--- config.mk ---
export PLATFORM = sky130hd
export DESIGN_NAME = lsu_dmem_ctrl
export DESIGN_NICKNAME = d
export VERILOG_FILES = /design/src/rtl/lsu_dmem_ctrl.sv
export SDC_FILE = /design/constraint.sdc
export NUM_CORES = 1
export LEC_CHECK = 0
export BUFFER_PORTS_ARGS = -buffer_cell sky130_fd_sc_hd__buf_2
export CORE_ASPECT_RATIO = 1.75
export CORE_UTILIZATION = 30
export CTS_CLUSTER_SIZE = 28
export DETAILED_ROUTE_END_ITERATION = 12
export HOLD_SLACK_MARGIN = 0.05
export PLACE_DENSITY = 0.59
export RECOVER_POWER = 100
export SYNTH_ARGS = -nofsm -noshare
export SYNTH_HDL_FRONTEND = slang
export SYNTH_SLANG_ARGS = --single-unit
--- constraint.sdc ---
create_clock -name clk -period 2.1 [get_ports clk]
set_input_delay 0.42 -clock clk [delete_from_list [all_inputs] [get_ports clk]]
set_output_delay 0.42 -clock clk [all_outputs]
set_load 0.005 [all_outputs]
--- src/rtl/lsu_dmem_ctrl.sv ---
// Load/store controller: one access at a time on a valid/ack dmem port, lane steering, right-justified load data. Optional: LSU_TIMEOUT_EN.
// Latency: dmem_req the cycle after accept, resp_valid the cycle after dmem_ack (illegal access: cycle after accept).
// Backpressure: req_ready only in IDLE; the requester holds req_valid while busy.
module lsu_dmem_ctrl #(
  parameter int ADDR_W         = 32,
  parameter int TIMEOUT_CYCLES = 255
) (
  input  logic              clk,
  input  logic              reset,
  input  logic              req_valid,
  output logic              req_ready,
  input  logic              req_we,
  input  logic [2:0]        req_funct3,
  input  logic [ADDR_W-1:0] req_addr,
  input  logic [31:0]       req_wdata,
  output logic              resp_valid,
  output logic [31:0]       resp_memdata,
  output logic [2:0]        resp_loadtype,
  output logic              resp_err,
  output logic              dmem_req,
  output logic              dmem_we,
  output logic [ADDR_W-1:0] dmem_addr,
  output logic [31:0]       dmem_wdata,
  output logic [3:0]        dmem_be,
  input  logic              dmem_ack,
  input  logic [31:0]       dmem_rdata,
  output logic              busy
);

  typedef enum logic [1:0] {S_IDLE, S_WAIT_ACK, S_RESP} state_t;

  state_t            state_q, state_d;
  logic [1:0]        off_q, off_d;
  logic              legal;
  logic              tmo_hit;
  logic [31:0]       lane_wdata;
  logic [3:0]        lane_be;

  logic              req_ready_d, busy_d, resp_valid_d, resp_err_d;
  logic [31:0]       resp_memdata_d;
  logic [2:0]        resp_loadtype_d;
  logic              dmem_req_d, dmem_we_d;
  logic [ADDR_W-1:0] dmem_addr_d;
  logic [31:0]       dmem_wdata_d;
  logic [3:0]        dmem_be_d;

  always_comb begin
    legal = 1'b0;
    case (req_funct3)
      3'b000:  legal = 1'b1;
      3'b001:  legal = ~req_addr[0];
      3'b010:  legal = (req_addr[1:0] == 2'b00);
      3'b100:  legal = ~req_we;
      3'b101:  legal = ~req_we & ~req_addr[0];
      default: legal = 1'b0;
    endcase
  end

  // Loads always fetch the full word; the addressed lanes are picked on return.
  always_comb begin
    lane_wdata = req_wdata;
    lane_be    = 4'b1111;
    if (req_we) begin
      case (req_funct3[1:0])
        2'b00: begin
          lane_wdata = {4{req_wdata[7:0]}};
          lane_be    = 4'b0001 << req_addr[1:0];
        end
        2'b01: begin
          lane_wdata = {2{req_wdata[15:0]}};
          lane_be    = 4'b0011 << req_addr[1:0];
        end
        default: begin
          lane_wdata = req_wdata;
          lane_be    = 4'b1111;
        end
      endcase
    end
  end

`ifdef LSU_TIMEOUT_EN
  localparam int TCW = ($clog2(TIMEOUT_CYCLES + 1) > 8) ? $clog2(TIMEOUT_CYCLES + 1) : 8;
  logic [TCW-1:0] tmo_cnt;

  assign tmo_hit = (state_q == S_WAIT_ACK) && (tmo_cnt == TCW'(TIMEOUT_CYCLES - 1));

  always_ff @(posedge clk) begin
    if (reset)
      tmo_cnt <= '0;
    else if (state_q != S_WAIT_ACK)
      tmo_cnt <= '0;
    else if (!dmem_ack)
      tmo_cnt <= tmo_cnt + 1'b1;
  end
`else
  localparam int TMO_UNUSED = TIMEOUT_CYCLES;
  assign tmo_hit = 1'b0;
`endif

  always_comb begin
    state_d         = state_q;
    off_d           = off_q;
    resp_valid_d    = 1'b0;
    resp_err_d      = resp_err;
    resp_memdata_d  = resp_memdata;
    resp_loadtype_d = resp_loadtype;
    dmem_req_d      = dmem_req;
    dmem_we_d       = dmem_we;
    dmem_addr_d     = dmem_addr;
    dmem_wdata_d    = dmem_wdata;
    dmem_be_d       = dmem_be;
    case (state_q)
      S_IDLE: begin
        if (req_valid && req_ready) begin
          off_d           = req_addr[1:0];
          resp_loadtype_d = req_funct3;
          if (legal) begin
            state_d      = S_WAIT_ACK;
            dmem_req_d   = 1'b1;
            dmem_we_d    = req_we;
            dmem_addr_d  = {req_addr[ADDR_W-1:2], 2'b00};
            dmem_wdata_d = lane_wdata;
            dmem_be_d    = lane_be;
          end else begin
            state_d        = S_RESP;
            resp_valid_d   = 1'b1;
            resp_err_d     = 1'b1;
            resp_memdata_d = 32'd0;
          end
        end
      end
      S_WAIT_ACK: begin
        if (dmem_ack) begin
          state_d        = S_RESP;
          dmem_req_d     = 1'b0;
          resp_valid_d   = 1'b1;
          resp_err_d     = 1'b0;
          resp_memdata_d = dmem_we ? 32'd0 : (dmem_rdata >> {off_q, 3'b000});
        end else if (tmo_hit) begin
          state_d        = S_RESP;
          dmem_req_d     = 1'b0;
          resp_valid_d   = 1'b1;
          resp_err_d     = 1'b1;
          resp_memdata_d = 32'd0;
        end
      end
      S_RESP:  state_d = S_IDLE;
      default: state_d = S_IDLE;
    endcase
    req_ready_d = (state_d == S_IDLE);
    busy_d      = (state_d != S_IDLE);
  end

  always_ff @(posedge clk) begin
    if (reset) begin
      state_q       <= S_IDLE;
      off_q         <= 2'b00;
      req_ready     <= 1'b1;
      busy          <= 1'b0;
      resp_valid    <= 1'b0;
      resp_err      <= 1'b0;
      resp_memdata  <= 32'd0;
      resp_loadtype <= 3'b000;
      dmem_req      <= 1'b0;
      dmem_we       <= 1'b0;
      dmem_addr     <= '0;
      dmem_wdata    <= 32'd0;
      dmem_be       <= 4'b0000;
    end else begin
      state_q       <= state_d;
      off_q         <= off_d;
      req_ready     <= req_ready_d;
      busy          <= busy_d;
      resp_valid    <= resp_valid_d;
      resp_err      <= resp_err_d;
      resp_memdata  <= resp_memdata_d;
      resp_loadtype <= resp_loadtype_d;
      dmem_req      <= dmem_req_d;
      dmem_we       <= dmem_we_d;
      dmem_addr     <= dmem_addr_d;
      dmem_wdata    <= dmem_wdata_d;
      dmem_be       <= dmem_be_d;
    end
  end

endmodule
# Yosys cells after proc, flatten, opt, wreduce, memory -nomap -nowiden
# Cells that the tools add are included.
# op_classes
n_reduce_logical	12
n_shift	3
mux	25
bitwise_logic	3
eq_ne	10
# ops
operator	n
$mux W32	5
$pmux W32 S2	2
$shr A32 B5 Y32	1
$logic_not A2 Y1	4
$mux W1	8
$ne A2 B2 Y1 const B	4
$pmux W4 S2	1
$reduce_and A4 Y1	2
$eq A3 B3 Y1 const B	2
$mux W2	3
$pmux W1 S2	3
$pmux W1 S5	1
$eq A2 B1 Y1 const B	2
$mux W4	1
$pmux W2 S2	1
$reduce_bool A2 Y1	2
$shl A1 B2 Y4 const A	1
$shl A2 B2 Y4 const A	1
$eq A3 B1 Y1 const B	1
$eq A3 B2 Y1 const B	1
$logic_not A3 Y1	1
$reduce_and A3 Y1	1
$not A1 Y1	2
$reduce_and A2 Y1	1
other kinds (2)	2
# word_totals
ff_bits	111
out_inout_bits	109
elab_cells	66
in_bits	104

# Longest topological paths before layout
# Gate-level depths: netlist of the first run.
# depth
depth_word	7
depth_mapped	8
mapped_depth_nobuf	4

# Worst setup path before layout of the first run
# No wires, ideal clock.
# synth_path
kind	register to register
from	register off_q[0]
to	register resp_memdata[0]
n_path_buf	2
required_time_ns	1.971
arrival_time_ns	1.466
slack_ns	0.505
stages_incl_launch_ff	6
synth_period_minus_slack_ns	1.595
setup_time_ns	0.129
path_cell_list	dfxtp_1 > clkbuf_1 > buf_2 > mux2_2 > o2111ai_1 > o21ai_0
# synth_via
elab_chain_cells	4
# synth_lines
element	line	rtl
start, declared	33	logic [1:0] off_q, off_d;
start signal, assigned	157	off_q <= 2'b00;
start signal, assigned	171	off_q <= off_d;
$shr A32 B5 Y32	138	resp_memdata_d = dmem_we ? 32'd0 : (dmem_rdata >> {off_q, 3'b000});
$mux W32	138	
$mux W32	133	if (dmem_ack) begin
$pmux W32 S2	112	case (state_q)
end signal, assigned	176	resp_memdata <= resp_memdata_d;
end, declared	17	output logic [31:0] resp_memdata,
# Every way passes these cells. The select of a mux whose other input is x is not followed.
# A chain may end at the register's enable or synchronous reset.

# Worst setup path after layout of the first run
# layout_path
from	register state_q[1]
to	register dmem_wdata[10]
# layout_via
elab_chain_cells	2
# layout_lines
element	line	rtl
start, declared	32	state_t state_q, state_d;
start signal, assigned	170	state_q <= state_d;
$logic_not A2 Y1	112	
$reduce_and A3 Y1 (no line)	n/a	
end signal, assigned	181	dmem_wdata <= dmem_wdata_d;
end, declared	23	output logic [31:0] dmem_wdata,
# Every way passes these cells.

==> results of run 1 <==
## cells by family (layout without fill, tap and decap cells)
group,after synthesis,in the layout,synth area share [%]
and+or+nand+nor,231,231,21.8
AOI/OAI and AO/OA,141,141,18.5
DFF,111,111,46.5
buffers and inverters,54,248,5.26
muxes,37,37,7.95
other,1,4,0.0784
## critical path, stage by stage, from the launching register on
cell,delay [ns]
dfxtp_1,0.35
nand4bb_1,0.20
buf_4,0.20
o21ba_1,0.44
buf_12,0.23
nor2_1,0.06
a311oi_1,0.23
## layout by cell type (no fill, tap or decap), types with 9 or more instances in the layout
master,synthesis,routed
nand3_1,24,24
mux2i_1,29,29
nand2_1,127,127
a311oi_1,18,18
dfxtp_1,111,111
o21ai_0,40,42
nor2_1,31,31
a21oi_1,51,51
clkbuf_16,0,9
clkbuf_1,30,78
buf_4,9,13
buf_2,12,131
nand2b_1,34,34
## layout make-up
class / count / area [um^2] / share of cell area, %
multi-input cells: 411 / 2330 / 37.1
flip-flops and latches: 111 / 2220 / 35.4
repair buffers: 230 / 1190 / 19.0
clock buffers: 11 / 253 / 4.03
well taps: 186 / 233 / 3.71
clock inverters: 5 / 38.8 / 0.618
inverters: 2 / 7.51 / 0.120
diodes: 2 / 5.00 / 0.0797
## power by group
part / internal, mW / switching (mW)
Combinational: 0.313 / 0.410
Sequential: 2.20 / 0.0534
Clock: 0.883 / 0.798
## metrics by stage
step | total power, mW | area, um^2 | utilization (%) | instances
after CTS | 4.75 | 6390 | 41.3 | 956
after detailed placement | 3.05 | 6100 | 39.4 | 940
final | 4.65 | 6280 | 40.6 | 958
after global placement | 3.05 | 6100 | 39.4 | 940
after global routing | 4.89 | 6270 | 40.6 | 957
after floorplan | 2.70 | 4790 | - | 576
## path summary, 6_finish.rpt
path,end,slack (ns),cells past startpoint
worst max-delay path,dmem_wdata[10],0.30,6
worst min-delay path,resp_err,0.30,2
worst max register to register,dmem_wdata[10],0.30,6
worst min register to register,dmem_addr[14],0.46,2
## flip-flops by register name, indices dropped and copies added (netlist names)
register,flops
resp_err,1
state_q,2
off_q,2
dmem_be,4
resp_memdata,32
req_ready,1
dmem_we,1
dmem_wdata,32
dmem_req,1
busy,1
dmem_addr,30
resp_loadtype,3
resp_valid,1
## routing by layer
layer / share of wire, % / vias up / global-route usage, %
met3: 5.9 / 17 / 3.59
met5: 0 / - / 0
met4: 2.2 / 0 / 7.16
li1: - / 2355 / -
met2: 51 / 178 / 32.7
met1: 40 / 2128 / 21.4
==> impl_metrics.env, run 1 <==
export IMPL_yosysUniqueCellTypes=33
export IMPL_worstSetupPathType="reg -> reg"
export IMPL_hold_path_class="in -> reg"
export IMPL_cts_buffer_depth=2
export IMPL_drive_gt1_share_pct=23.6
export IMPL_postRouteAntennaNets=0
export IMPL_drc=0
export IMPL_critical_path_arrival_ns=2.06
export IMPL_setup_viol_count_final=0
export IMPL_synthFlopType="dfxtp_1"
export IMPL_p_per_area_nw_per_um2=741
export IMPL_start_kind="flip-flop"
export IMPL_synth_seq_cells=111
export IMPL_postSynth_asyncResetShare_pct=0
export IMPL_whs_ns=0.296
export IMPL_finalWorstSetupSlack_ns=0.297
export IMPL_setup_tns_ns=0
export IMPL_gp_congestion=0.842
export IMPL_slew_violations=0
export IMPL_cts_hold_buffers=0
export IMPL_timing_fmax_mhz=555
export IMPL_grt_usage_pct=18.4
export IMPL_vdd_ir_drop_max_mv=0.362
export IMPL_grt_pass1_wl_mm=24.0
export IMPL_dp_hpwl_mm=11.2
export IMPL_vias_per_cell=4.88
export IMPL_coreArea_um2=15500
export IMPL_die_w_um=97.5
export IMPL_first_global_vias=4503
export IMPL_layout_nets=869
export IMPL_wire_per_inst_um=15.9
export IMPL_finalCritPeriodShare_pct=85.8
export IMPL_ys_seq_area_share_pct=46.5
export IMPL_io_pins=213
export IMPL_grt_antenna_before_repair=2
export IMPL_syn_area_um2=4780
export IMPL_die_h_um=169
export IMPL_synth_edf_count=0
export IMPL_cts_made_buffers=9
export IMPL_yosys_area_top_type="dfxtp_1"
export IMPL_routed_wl_mm=15.3
export IMPL_yosys_warnings=0
export IMPL_dieArea_um2=16500
export IMPL_drt_iter0_drc=183
export IMPL_clock_latency_ns=0.34
export IMPL_r2r_start="state_q[1]"
export IMPL_end_kind="flip-flop"
export IMPL_cts_sinks=111
export IMPL_relSlewSlack_pct=48.4
export IMPL_ctsRootBufferMaster="clkbuf_16"
export IMPL_htree_num_levels=3
export IMPL_cts_setup_buffers=0
export IMPL_cts_resized=0
export IMPL_clk_pin_slew_worst_paths_ns=0.08
export IMPL_synth_area_per_cell_um2=8.32
export IMPL_clock_skew_final_ns=0.0139
export IMPL_min_from="dmem_ack"
export IMPL_cts_tree="done"
export IMPL_grt_ovfl_total=0
export IMPL_crit_required_ns=2.36
export IMPL_hold_viol=0
export IMPL_cap_violations=0
export IMPL_finalCriticalPeriod_ns=1.80
export IMPL_area_delta_synth_final_pct=31.2
export IMPL_fillers=1682
export IMPL_pre_cts_ws_ns=0.223
export IMPL_syn_inst=575
export IMPL_portBuffers=210
export IMPL_outcome="completed"
export IMPL_startpoint="state_q[1]"
export IMPL_crit_fanout=31
export IMPL_rows=60
export IMPL_leakage_nw=2.43
export IMPL_num_vias=4678
export IMPL_netlist_area_leader_share_pct=46.5
export IMPL_first_pass_iters=4
export IMPL_grt_setup_unrepaired="false"
export IMPL_ys_top_cells_by_count="127 x nand2_1, 111 x dfxtp_1, 51 x a21oi_1"
export IMPL_synth_area_top_cells="dfxtp_1 46%, nand2_1 10%, mux2i_1 6.1%, a21oi_1 5.3%, nand2b_1 4.4%"
export IMPL_synth_most_common_cell="nand2_1"
export IMPL_tightestPinTransition_ns=0.774
export IMPL_start_util_pct=30.9
export IMPL_grt_max_degree=111
No activity file was read; power rests on OpenSTA's default activity.
==> inputs of run 2 (changes only) <==
--- a/config.mk
+++ b/config.mk
@@ -6,12 +6,14 @@
 export NUM_CORES = 1
 export LEC_CHECK = 0
 export BUFFER_PORTS_ARGS = -buffer_cell sky130_fd_sc_hd__buf_2
+export CELL_PAD_IN_SITES_DETAIL_PLACEMENT = 0
+export CELL_PAD_IN_SITES_GLOBAL_PLACEMENT = 1
 export CORE_ASPECT_RATIO = 1.75
 export CORE_UTILIZATION = 30
 export CTS_CLUSTER_SIZE = 28
 export DETAILED_ROUTE_END_ITERATION = 12
 export HOLD_SLACK_MARGIN = 0.05
-export PLACE_DENSITY = 0.59
+export PLACE_DENSITY = 0.77
 export RECOVER_POWER = 100
 export SYNTH_ARGS = -nofsm -noshare
 export SYNTH_HDL_FRONTEND = slang
==> impl_metrics.env, run 2 (same netlist as run 1, synthesis figures left out) <==
export IMPL_outcome="completed"
export IMPL_leakage_nw=2.44
export IMPL_dp_hpwl_mm=10.9
export IMPL_cts_hold_buffers=0
export IMPL_start_util_pct=30.9
export IMPL_vdd_ir_drop_max_mv=0.346
export IMPL_grt_usage_pct=18.0
export IMPL_top_regs="dmem_wdata x32, resp_memdata x32, dmem_addr x30"
export IMPL_slew_violations=0
export IMPL_postRouteAntennaNets=0
export IMPL_layout_common_cells="132 x buf_2, 127 x nand2_1, 111 x dfxtp_1"
export IMPL_cts_setup_buffers=0
export IMPL_setup_tns_ns=0
export IMPL_final_common_cell="buf_2"
export IMPL_setup_viol_count_final=0
export IMPL_layout_nets=869
export IMPL_cap_violations=0
export IMPL_seqCellArea_um2=2220
export IMPL_routed_wl_mm=15.1
export IMPL_fillers=1681
export IMPL_first_global_vias=4385
export IMPL_cts_resized=0
export IMPL_drc=0
export IMPL_first_pass_iters=4
export IMPL_dieArea_um2=16500
export IMPL_hold_path_class="in -> reg"
export IMPL_grt_max_degree=111
export IMPL_gp_congestion=0.784
export IMPL_clock_latency_ns=0.34
export IMPL_num_vias=4582
export IMPL_crit_required_ns=2.36
export IMPL_cts_sinks=111
export IMPL_coreArea_um2=15500
export IMPL_cts_buffer_depth=2
export IMPL_vias_per_cell=4.80
export IMPL_die_h_um=169
export IMPL_critical_path_arrival_ns=2.05
export IMPL_hold_viol=0
export IMPL_area_delta_synth_final_pct=30.9
export IMPL_wire_per_inst_um=15.8
export IMPL_ctsRootBufferMaster="clkbuf_16"
export IMPL_finalCritPeriodShare_pct=85.2
export IMPL_grt_ovfl_total=0
export IMPL_drive_gt1_share_pct=23.4
export IMPL_grt_pass1_wl_mm=23.6
export IMPL_clk_pin_slew_worst_paths_ns=0.07
export IMPL_tightestPinTransition_ns=0.961
export IMPL_p_per_area_nw_per_um2=764
export IMPL_cts_tree="done"
export IMPL_power_mw=4.78
export IMPL_start_kind="flip-flop"
export IMPL_io_pins=213
export IMPL_end_kind="flip-flop"
export IMPL_die_w_um=97.5
export IMPL_portBuffers=210
export IMPL_htree_num_levels=3
export IMPL_cts_made_buffers=9
export IMPL_grt_setup_unrepaired="false"
export IMPL_clock_skew_final_ns=0.00983
export IMPL_drt_iter0_drc=148
export IMPL_finalCriticalPeriod_ns=1.79
export IMPL_grt_antenna_before_repair=2
export IMPL_timing_fmax_mhz=559
export IMPL_relSlewSlack_pct=35.9
export IMPL_crit_fanout=66
export IMPL_rows=60
export IMPL_worstSetupPathType="reg -> reg"
export IMPL_multi_input_area_um2=2310
==> run 2: cell count changes in the layout (fill, tap and decap cells not counted), sizes merged <==
cell and change:
bufinv +2, clkbuf -1, clkinvlp -1, diode -1
inv -3, buf +1
==> run 2: through the flow <==
| stage | instances | hold WS (ns) | util, % | instance area [um^2] | worst slack (ns) |
|---|---|---|---|---|---|
| floorplan | 576 | 0.453 | - | 4790 | 0.505 |
| global placement | 940 | 0.439 | 39.3 | 6070 | 0.233 |
| detailed placement | 940 | 0.443 | 39.3 | 6070 | 0.160 |
| CTS | 954 | 0.293 | 41.3 | 6380 | 0.393 |
| global route | 955 | 0.305 | 40.5 | 6260 | 0.144 |
| finish | 955 | 0.308 | 40.5 | 6260 | 0.312 |
==> run 2: worst paths after layout <==
| kind | from | to | slack (ns) | cells past startpoint |
|---|---|---|---|---|
| worst max-delay path | state_q[1] | resp_memdata[5] | 0.31 | 6 |
| worst min register to register | dmem_addr[28] | dmem_addr[28] | 0.45 | 2 |
| worst min-delay path | dmem_ack | resp_err | 0.31 | 2 |
| worst max register to register | state_q[1] | resp_memdata[5] | 0.31 | 6 |
==> run 2: report_power, final <==
| group | leakage [nW] | switching (mW) | internal (mW) | total, mW |
|---|---|---|---|---|
| Combinational | 1.39 | 0.405 | 0.305 | 0.710 |
| Clock | 0.152 | 0.753 | 1.07 | 1.82 |
| Sequential | 0.901 | 0.0544 | 2.20 | 2.25 |
==> run 2: final cells by class <==
class / instances / share of cell area (%)
clock inverter: 3 / 1.10
tap: 186 / 3.72
clock buffer: 11 / 3.88
inverter: 2 / 0.120
sequential: 111 / 35.5
antenna: 1 / 0.0400
multi-input combinational: 411 / 37.0
timing repair buffer: 230 / 18.7
==> run 2: critical path, cell delays in order, from the launching register on <==
cell       delay [ns]
dfxtp_1          0.35
nand4bb_1        0.19
buf_4            0.20
o31ai_1          0.42
buf_12           0.31
o2111ai_1        0.15
o21ai_0          0.09
==> run 2: routing by layer <==
metal / track usage, % / share of wire [%]
met5: 0 / 0
met3: 4.29 / 6.0
met1: 21.0 / 42
met4: 6.71 / 2.2
met2: 31.6 / 50
